==> src/rtl/mips_sign_extension.sv <==
// ---------------------------------------------------------------------------
// mips_sign_extension
//
// Immediate-extension unit for the MIPS datapath. It sits between the decoded
// instruction field instr[15:0] and the ALU B-operand / branch adder.
//
// Two paths:
//   * signed_offset : combinational 32-bit sign extension of offset. It does
//                     not depend on the clock, reset or the mode/valid inputs.
//   * ext_out       : registered, mode-selected extension with one cycle of
//                     latency. ext_valid marks a result that was captured on
//                     the previous edge. ext_neg is a registered copy of
//                     ext_out[31].
//
// Ports:
//   clk           in   1   system clock, rising edge
//   rst           in   1   synchronous reset, active low
//   offset        in  16   immediate field instr[15:0]
//   signed_offset out 32   combinational sign extension of offset
//   ext_mode      in   3   extension select for the registered path
//   in_valid      in   1   offset/ext_mode carry a new request this cycle
//   ext_out       out 32   registered extension result
//   ext_valid     out  1   ext_out was updated on the previous edge
//   ext_neg       out  1   registered sign bit of ext_out
//
// Mode encoding:
//   0 SEXT16, 1 ZEXT16, 2 LUI, 3 BRANCH (SEXT16 << 2), 4 SEXT8, 5 ZEXT8.
//   Modes 6 and 7 are reserved and decode as SEXT16.
// ---------------------------------------------------------------------------
module mips_sign_extension (
    input  logic        clk,
    input  logic        rst,
    input  logic [15:0] offset,
    output logic [31:0] signed_offset,
    input  logic [2:0]  ext_mode,
    input  logic        in_valid,
    output logic [31:0] ext_out,
    output logic        ext_valid,
    output logic        ext_neg
);

    typedef enum logic [2:0] {
        MODE_SEXT16 = 3'd0,
        MODE_ZEXT16 = 3'd1,
        MODE_LUI    = 3'd2,
        MODE_BRANCH = 3'd3,
        MODE_SEXT8  = 3'd4,
        MODE_ZEXT8  = 3'd5
    } ext_mode_e;

    // Builds the mode-selected 32-bit result. The BRANCH form keeps only
    // 14 copies of the sign bit, so the two bits shifted past bit 31 are
    // simply discarded.
    function automatic logic signed [31:0] extend_imm(
        input logic [15:0] imm,
        input logic [2:0]  mode
    );
        logic signed [31:0] res;
        case (mode)
            MODE_ZEXT16: res = $signed({16'h0000, imm});
            MODE_LUI:    res = $signed({imm, 16'h0000});
            MODE_BRANCH: res = $signed({{14{imm[15]}}, imm, 2'b00});
            MODE_SEXT8:  res = $signed({{24{imm[7]}}, imm[7:0]});
            MODE_ZEXT8:  res = $signed({24'h000000, imm[7:0]});
            default:     res = $signed({{16{imm[15]}}, imm});
        endcase
        return res;
    endfunction

    // Combinational path: pure function of offset only.
    assign signed_offset = {{16{offset[15]}}, offset};

    // ---- stage p0: decode the request ----
    logic signed [31:0] ext_res_p0;
    logic               vld_p0;

    always_comb begin
        ext_res_p0 = extend_imm(offset, ext_mode);
        vld_p0     = in_valid;
    end

    // ---- stage p1: result register ----
    // The result register is also cleared by reset because the interface
    // requires ext_out and ext_neg to read zero after reset. Data holds when
    // no request is present; only the valid flag drops.
    logic signed [31:0] ext_out_p1;
    logic               ext_neg_p1;
    logic               vld_p1;

    always_ff @(posedge clk) begin
        if (!rst) begin
            ext_out_p1 <= '0;
            ext_neg_p1 <= 1'b0;
            vld_p1     <= 1'b0;
        end else begin
            vld_p1 <= vld_p0;
            if (vld_p0) begin
                ext_out_p1 <= ext_res_p0;
                ext_neg_p1 <= ext_res_p0[31];
            end
        end
    end

    assign ext_out   = ext_out_p1;
    assign ext_neg   = ext_neg_p1;
    assign ext_valid = vld_p1;

endmodule

==> config.mk <==
export PLATFORM = sky130hd
export DESIGN_NAME = mips_sign_extension
export DESIGN_NICKNAME = d
export VERILOG_FILES = /design/src/rtl/mips_sign_extension.sv
export SDC_FILE = /design/constraint.sdc
export NUM_CORES = 1
export LEC_CHECK = 0
export ABC_AREA = 1
export CELL_PAD_IN_SITES_DETAIL_PLACEMENT = 1
export CELL_PAD_IN_SITES_GLOBAL_PLACEMENT = 1
export CORE_MARGIN = 2
export CORE_UTILIZATION = 25
export CTS_CLUSTER_DIAMETER = 150
export DETAILED_ROUTE_END_ITERATION = 12
export PLACE_DENSITY_LB_ADDON = 0.1
export SLEW_MARGIN = 20
export SYNTH_ARGS = -nofsm -noshare
export SYNTH_HDL_FRONTEND = slang
export SYNTH_SLANG_ARGS = --single-unit
==> constraint.sdc <==
create_clock -name clk -period 0.9 [get_ports clk]
set_input_delay 0.18 -clock clk [delete_from_list [all_inputs] [get_ports clk]]
set_output_delay 0.18 -clock clk [all_outputs]
set_load 0.01 [all_outputs]
==> impl_metrics.toml <==
[logic_synthesis]
netlist_area_um2 = 1913
netlist_top_cells_area = "dfxtp_1, buf_4, nor2_1, nand3_1, o21ai_0"
synthFlopType = "dfxtp_1"
yosys.cell_types.count = 23
yosysTopAreaCell = "dfxtp_1"
yosysMostFrequentCell = "nor2_1"
ys_ff_latch = 33
ys_seq_area_share_pct = 34.53
synth_common_cells = "nor2_1, nand2_1, buf_4"
synthCells = 273
synth-edff-count = 0
syn_nets = 295
ys_async_sr_fraction_pct = 0
ys.warnings.count = 0
syn-mean-instance-area_um2 = 7.008
synth_top_area_share_pct = 34.53

[worst_hold_path]
holdPathStages = 3
hp-class = "in2reg"

[clocking]
clk_latency_ns = 0.29
htreeDepth = 2
root_buffer = "clkbuf_8"
cts_sinks = 33
cts_buffer_depth = 2
cts_made_buffers = 5
path_clk_slew_ns = 0.08
cts_tree = "yes"
postCtsHoldBufs = 0

[finish]
final_layout_size_suffix_gt1_share_pct = 47.17
synthToLayoutAreaGrowth_pct = 69.65
nets = 392
diodes = 0
stdcell_area_um2 = 3246

[drt]
finalWirelength_um = 7461
wl_per_cell_um = 15.87
via_per_inst = 4.664
dr.pass1.iters = 4
vias = 2192
drt_iter0_drc = 82
ant_nets = 0
post-route-drc-count = 0

[global_routing]
grt_start_max_net_pins = 19
grt_first_pass_wirelength_um = 11900
grt.total_usage_pct = 17.79
antenna_found_initial = 0
grt.overflow.total = 0
grt_pass1_vias = 2168

[timing]
slew_violations = 0
fin_ws_ns = -0.04204
period_needed_ns = 0.9420
hold_violations = 0
fin_skew_ns = 0
timing.setup.tns_ns = -0.3008
tightest_slew_ns = 0.2434
finalSetupViolCount = 24
rsz0062_at_grt = "true"
period_share_pct = 104.7
slew_headroom_pct = 83.71
max_freq_mhz = 1062
fin_hold_ws_ns = 0.3096

[place]
port_buffers = 87
gp_congestion = 0.7956
place_ws_ns = -0.7448
postPlaceCellArea_um2 = 2914
dpl.hpwl_um = 5060

[die]
die_x_um = 91.48
fp-row-count = 31
die_h_um = 91.48
die_area_um2 = 8368
initial_core_util_pct = 26.10
io_pins = 88
core_area_um2 = 7331

[power_and_ir_drop]
total_power_w = 0.004170
p_per_area_nw_per_um2 = 1285
p_leak_nw = 1.580
ir_worst_vdd_mv = 0.6042

[worst_setup_path]
worstPathCellList = "buf_6"
cp_max_fo = 2
cp_top_family = "flip-flops"
slowest_stage = "dfxtp_2"
start_kind = "register"
critical_path_class = "reg2out"
end_kind = "output pin"
slowest_delay_ns = 0.36
crit_cells = 1
critPathBufInv = 1
cp.arrival_ns = 0.76
cp_data_required_time_ns = 0.72
reg2reg_depth = 6

[run_status]
violations = "negative setup slack"
outcome = "finished, violations left"

[job]
maxCapViolations = 0
-- worst paths after layout --
kind	slack (ns)	start	end
worst max-delay path	-0.04	ext_out[17]	ext_out[17]
worst min-delay path	0.31	in_valid	ext_out[31]
worst max register to register	0.04	ext_out[2]	ext_out[2]
worst min register to register	0.48	ext_out[0]	ext_out[0]
-- area by class of cell --
class / count / area, µm²
clock buffers: 7 / 96.34
clock inverters: 1 / 5.005
fillers: 880 / 4085
inverters: 8 / 41.29
multi-input cells: 183 / 968.4
flip-flops and latches: 33 / 704.4
well taps: 99 / 123.9
repair buffers: 139 / 1306
-- worst min-delay path: stages --
cell	delay, ns
clkbuf_2	0.12
buf_6	0.17
a31oi_1	0.09
-- sequential cells by signal, indices dropped and copies added (netlist names) --
name and flops:
ext_out 32, ext_valid 1
-- metal layers --
metal | GRT usage, % | vias up | share of wire (%)
met5 | 0 | - | 0
met4 | 3.409 | 0 | 0.72
met3 | 3.320 | 5 | 5.1
met2 | 28.00 | 57 | 47
met1 | 25.33 | 1060 | 47
li1 | - | 1070 | -
-- cells in the final DEF (no fill, tap or decap), types with 3 or more instances in the layout --
cell type         n
nand3_1          28
o21ai_1           5
dfxtp_2          32
buf_4            39
nor2_1           47
dlygate4sd2_1    14
a21oi_1          10
nor2_4            3
inv_1             4
buf_6            40
clkbuf_2          7
clkdlybuf4s15_1  12
buf_12            6
nand4_1          16
o21ai_0          23
nand2_1          35
buf_2            16
clkbuf_8          7
-- report_power, final --
part / internal, W / switching, W / total (W)
clock network: 0.000692 / 0.000574 / 0.00127
registers: 0.00159 / 0.0000756 / 0.00166
logic: 0.000626 / 0.000615 / 0.00124
total: 0.00291 / 0.00126 / 0.00417
-- per-stage QoR --
stage | cells | utilization (%)
after floorplan | 273 | -
after global placement | 451 | 39.75
after detailed placement | 451 | 39.75
after CTS | 470 | 43.92
after global routing | 470 | 44.27
final | 470 | 44.27
-- logic make-up after synthesis --
family                 count (synthesis)  synth area share, %
buffers and inverters                 59                20.86
flip-flops                            33                34.53
AO/OA/AOI/OAI                         40                10.53
AND/OR/NAND/NOR                      141                34.07
-- timing repair --
| action | in CTS | in global routing |
|---|---|---|
| cloned | 6 | 0 |
| pin swaps | 10 | 9 |
| setup endpoints to repair | 98 | 64 |
| buffers inserted | 5 | 1 |
| resized for setup | 352 | 30 |
No activity file was read; power rests on OpenSTA's default activity.
